--- src/rtl/shift_rows_stream.sv ---
// AES/Rijndael ShiftRows / InvShiftRows stage with a valid/ready stream
// interface and one cycle of latency. Supports NB = 4, 6 or 8 columns.
// The direction is chosen per beat by in_inv.
//
// Ports:
//   clk, rst_n          clock and synchronous active-low reset
//   in_valid/in_ready   input handshake
//   in_inv              per-beat mode: 0 = ShiftRows, 1 = InvShiftRows
//   in_data             input state, byte 0 in the MSB byte, column-major
//   out_valid/out_ready output handshake
//   out_data            shifted state, held stable while stalled
//
// Parameter REG_READY = 1 registers in_ready and adds a one-entry skid buffer.
module shift_rows_stream #(
  parameter int unsigned NB        = 4,
  parameter int unsigned REG_READY = 0
) (
  input  logic            clk,
  input  logic            rst_n,
  input  logic            in_valid,
  output logic            in_ready,
  input  logic            in_inv,
  input  logic [32*NB-1:0] in_data,
  output logic            out_valid,
  input  logic            out_ready,
  output logic [32*NB-1:0] out_data
);

  localparam int unsigned W      = 32 * NB;
  localparam int unsigned NBYTES = 4 * NB;

  // Reject unsupported block widths at elaboration.
  if (!(NB == 4 || NB == 6 || NB == 8)) begin : g_bad_nb
    $error("shift_rows_stream: NB must be 4, 6 or 8");
  end

  // Row offsets: {0,1,2,3} for NB = 4/6, {0,1,3,4} for NB = 8.
  function automatic int unsigned row_shift(input int unsigned r);
    if (NB == 8 && r >= 2) return r + 1;
    return r;
  endfunction

  logic [W-1:0] fwd_perm;
  logic [W-1:0] inv_perm;
  logic [W-1:0] xformed;

  // Pure byte permutation; source byte indices fold to constants.
  for (genvar k = 0; k < NBYTES; k++) begin : g_byte
    localparam int unsigned KU = k;
    localparam int unsigned R  = KU % 4;
    localparam int unsigned C  = KU / 4;
    localparam int unsigned S  = row_shift(R);
    localparam int unsigned SF = R + 4 * ((C + S) % NB);
    localparam int unsigned SI = R + 4 * ((C + NB - S) % NB);
    assign fwd_perm[W-1-8*KU -: 8] = in_data[W-1-8*SF -: 8];
    assign inv_perm[W-1-8*KU -: 8] = in_data[W-1-8*SI -: 8];
  end

  assign xformed = in_inv ? inv_perm : fwd_perm;

  logic         ready_q;
  logic         skid_valid;
  logic [W-1:0] skid_data;
  logic         out_valid_n;
  logic [W-1:0] out_data_n;
  logic         skid_valid_n;
  logic [W-1:0] skid_data_n;
  logic         accept;
  logic         drain;

  // ready_q is low for the cycle after a reset edge in both modes.
  assign in_ready = (REG_READY != 0) ? ready_q
                                     : (ready_q && (!out_valid || out_ready));
  assign accept   = in_valid && in_ready;
  assign drain    = out_valid && out_ready;

  // Next-state for the output register and the skid entry.
  always_comb begin
    out_valid_n  = out_valid;
    out_data_n   = out_data;
    skid_valid_n = skid_valid;
    skid_data_n  = skid_data;
    if (REG_READY == 0) begin
      if (accept) begin
        out_valid_n = 1'b1;
        out_data_n  = xformed;
      end else if (drain) begin
        out_valid_n = 1'b0;
      end
    end else begin
      if (drain) begin
        // Skid full implies in_ready low, so accept cannot coincide here.
        if (skid_valid) begin
          out_data_n   = skid_data;
          skid_valid_n = 1'b0;
        end else if (accept) begin
          out_data_n = xformed;
        end else begin
          out_valid_n = 1'b0;
        end
      end else if (accept) begin
        if (!out_valid) begin
          out_valid_n = 1'b1;
          out_data_n  = xformed;
        end else begin
          skid_valid_n = 1'b1;
          skid_data_n  = xformed;
        end
      end
    end
  end

  // State registers.
  always_ff @(posedge clk) begin
    if (!rst_n) begin
      out_valid  <= 1'b0;
      out_data   <= '0;
      skid_valid <= 1'b0;
      skid_data  <= '0;
      ready_q    <= 1'b0;
    end else begin
      out_valid  <= out_valid_n;
      out_data   <= out_data_n;
      skid_valid <= skid_valid_n;
      skid_data  <= skid_data_n;
      ready_q    <= (REG_READY != 0) ? !skid_valid_n : 1'b1;
    end
  end

endmodule
--- config.mk ---
export PLATFORM = sky130hd
export DESIGN_NAME = shift_rows_stream
export DESIGN_NICKNAME = d
export VERILOG_FILES = /design/src/rtl/shift_rows_stream.sv
export SDC_FILE = /design/constraint.sdc
export NUM_CORES = 1
export LEC_CHECK = 0
export ABC_AREA = 0
export BUFFER_PORTS_ARGS = -buffer_cell sky130_fd_sc_hd__buf_2
export CAP_MARGIN = 5
export CORE_MARGIN = 2
export CORE_UTILIZATION = 51
export DETAILED_ROUTE_END_ITERATION = 10
export PLACE_DENSITY = 0.86
export SLEW_MARGIN = 30
export SYNTH_ARGS = -nofsm -noshare
export SYNTH_HDL_FRONTEND = slang
export SYNTH_SLANG_ARGS = --single-unit
export TNS_END_PERCENT = 1
--- constraint.sdc ---
create_clock -name clk -period 3.5 [get_ports clk]
set_input_delay 0.35 -clock clk [delete_from_list [all_inputs] [get_ports clk]]
set_output_delay 0.35 -clock clk [all_outputs]
set_load 0.005 [all_outputs]
==> results.md <==
- The detail route stage leaves a number of antenna-violating nets equal to 0.
- The synthesis-to-layout area growth is 28.7%.
- The fraction of synthesized cell area taken by the top area cell type is approximately 45%.
- The number of fill cells in the layout is 954.
- The synthesized netlist contains 21 unique library cells.
- The flip-flop and latch area is 2600 µm².
- The flow ran to the end, and the final reports show no timing, DRC or antenna violations.
- Counting cells, the worst reg-to-reg path comes to 4.
- The count of warnings emitted by yosys is 0.
- Once the floorplan was initialized, standard cells occupied 51.7% of the core.
- The clock tree root buffer cell is clkbuf_16.
- The startpoint of the worst-slack reg-to-reg timing path is ready_q.
- The largest single stage delay on the critical path is 530 ps.
- The post-synthesis sequential area ratio is between 40% and 50%.
- The worst setup path category is flip-flop to output port.
- Setup slack closes at 1280 ps.
- The data arrival at the endpoint of the critical path is roughly 1900 ps.
- The wire length per cell after detailed routing is roughly 17 µm.
- The most critical setup path has its endpoint at in_ready.
- In this run, the number of DRC markers left after iteration 0 of detailed routing was 509.
- In this run the register-to-register setup slack is approximately 1500 ps.
- The clock-pin transition on the worst setup and hold timing paths is 50 ps.
- The number of top-level pins is 263.
- The via count of the first global-routing pass is 5079.
- The first global-routing pass estimated 25.9 mm of wire.
- The number of buffers inserted for hold repair after clock tree synthesis is 0.
- Counting instances in the post-synthesis netlist gives the leading cell types as 130 x dfxtp_1, 129 x a21oi_1, 64 x mux2i_1, 64 x nand3_1, 60 x a211oi_2.
- Traced cell by cell, the critical path runs through nand2b_4 -> and2_1 -> buf_2.
- The CTS tree is built.
- The H-tree was split into 4 levels.
- The multi-input gate area in the final layout is 2780 µm².
- In the global route stage, overall resource usage came out at between 20% and 30%.
- By instance count, the leading cell after synthesis is dfxtp_1.
- The last weighted congestion value of the routability-driven placer is 0.824.
- During placement, the flow inserted port buffers numbering 262.
- In the final layout, the share of cells above drive strength 1 is 43.8%.
- For this run, design rule violations remaining after detail routing come to 0.
- Summed over all layers, the routed wires come to 16.4 mm.
- STA puts the critical path data required time at 3150 ps.
- STA classifies the critical path endpoint as an output port.
- The number of cell rows is 39.
- For this block, the via count after detailed routing is 5474.
- A synthesized cell averages 9.85 µm².
- Setup repair after global routing left no endpoint under its margin.
- The final cell count without fillers is approximately 970.
- The number of antenna violations at the first check in global routing is 1.
- The maximum number of pins on one net before global-route repair is 87.
- The die is between 100 and 150 µm tall.
- The slowest library cell on the worst path is nand2b_4.
- The share of the cycle needed by the critical path after routing is 63.3%.
- The worst-case IR drop observed on VDD is 0.333 mV.
- The final setup skew is ~16 ps.
- After synthesis, the share of flip-flops with an asynchronous set or reset is 0%.
- Yosys mapped a number of flops with a built-in enable equal to 0.
- The placed instances occupy a cell area of approximately 7000 µm².
- The classification of the worst-slack hold path is input port to flip-flop.
- The clock passes through at most 2 buffers.
- Buffers inserted during clock tree synthesis total 17.
- The via count normalized by instance count is ~5.7.
- The cell area after layout is 7500 µm².
- The worst-case setup slack after placement is 1380 ps.
- Setup violations remaining at the end of the flow were counted as 0.
- Sorting the synthesized cells by area gives the leading types as dfxtp_1 45%, a211oi_2 13%, a21oi_1 11%, mux2i_1 11%, nand3_1 5.5%.
- In the synthesized netlist the dominant register cell turns out to be dfxtp_1.
- In this run the standard cell core region covers 11300 µm².
- The power density over the cells is ~500 nW/µm².
- The worst-path maximum fanout is 86.
- For this run, the detailed router's first-pass iteration total came to 5.
- Based on the critical path, the design can be clocked at up to 451 MHz.
- The startpoint of the most critical setup path is out_valid.
- The worst setup path is launched from a flip-flop.
- The number of placed instances with taps included is just over 900.
- The area of the die is 12300 µm².
- The x dimension of the die is between 100 and 150 µm.
- The number of hold violations in the final report is 0.
- The source of the worst hold timing path is rst_n.
- The number of nets in the synthesized netlist is about 720.
- The cell leakage power is 3.36 nW.
- Max-cap violations in this run came to 0.
- In this run the critical register-to-register path is captured at out_data[2].
- The synthesized instance count is 591.
- The clock network latency to the later pin of the worst-skew pair is 420 ps.
- Clock tree synthesis found a total of 130 sinks.
- The final-stage net count is 943.
- The buffers inserted during post-CTS setup optimization is 0.
- The number of pins with negative max-slew slack in the final report came to 0.
- At the pin with the least slew margin, the transition time is slightly below 1000 ps.
- The flip-flop and latch count after synthesis is 130.
- Setup total negative slack on the finished layout was measured at 0 ps.
- Global routing finished with a remaining overflow of 0.
- The worst max-slew margin expressed relative to the limit is approximately a third.
- The post-DP HPWL is ~10 mm.
- The post-route minimum period is around 2200 ps.
- The count of cells resized by post-cts repair is 0.
- The netlist area before placement is 5820 µm².
- Summed over all instances, the cell type with the most area after synthesis is dfxtp_1.
==> layout by cell type, fill, tap and decap left out, drive strengths merged, types with 2 or more instances in the layout <==
| cell type | netlist | layout |
|---|---|---|
| buf | 48 | 269 |
| dfxtp | 130 | 130 |
| a21oi | 129 | 129 |
| mux2i | 64 | 64 |
| nand3 | 64 | 64 |
| a211oi | 64 | 64 |
| o21ai | 64 | 64 |
| clkbuf | 21 | 24 |
| clkinv | 0 | 6 |
| and2 | 2 | 2 |
==> through the flow <==
stage | total power, mW | hold WS, ps | utilization (%)
floorplan | 1.97 | 378 | -
global placement | 2.16 | 457 | 61.8
detailed placement | 2.17 | 463 | 61.8
CTS | 3.76 | 84.6 | 66.4
global route | 3.89 | 84.3 | 66.5
finish | 3.73 | 103 | 66.5
==> state kept, by name (all words and copies together) (netlist names) <==
| signal | count |
|---|---|
| out_data | 128 |
| out_valid | 1 |
| ready_q | 1 |
==> layer usage <==
metal,global-route usage [%],wire (µm),up-vias
met4,12.8,565,0
li1,-,-,2624
met3,7.44,1110,38
met2,40.9,7860,228
met1,32.5,6810,2584
met5,0,0,-
==> where the power goes <==
part	switching [mW]	leakage (nW)	internal, mW
registers	0.0418	1.07	1.57
logic	0.296	2.03	0.239
clock network	0.607	0.261	0.981
==> how the worst min path moves through the flow <==
stage | cells after the start | endpoint | slack [ps]
CTS | 1 | ready_q | 80
detailed placement | 2 | out_data[63] | 460
floorplan | 0 | ready_q | 380
global placement | 2 | out_data[77] | 460
global route | 1 | ready_q | 80
finish | 1 | ready_q | 100
==> cell families (layout without fill, tap and decap cells) <==
group                  after synthesis  in the layout  synth area share [%]
other                                0              1                     0
buffers and inverters               70            301                  7.80
AND/OR/NAND/NOR                     70             70                  6.51
flip-flops                         130            130                  44.7
multiplexers                        64             64                  11.0
AO/OA/AOI/OAI                      257            257                  30.0
==> layout make-up <==
cell class,count,area share [%]
antenna,1,0.0334
clock buffer,24,6.16
clock inverter,7,0.801
inverter,1,0.0835
multi-input combinational,391,37.0
sequential,130,34.7
tap,143,2.39
timing repair buffer,269,18.8
==> worst max-delay path, delay by kind of cell, from the launching register on <==
kind                   cells  cell delay, ps
and+or+nand+nor            2             930
DFF                        1             380
buffers and inverters      1             120
Power figures use the tool's default switching activity.
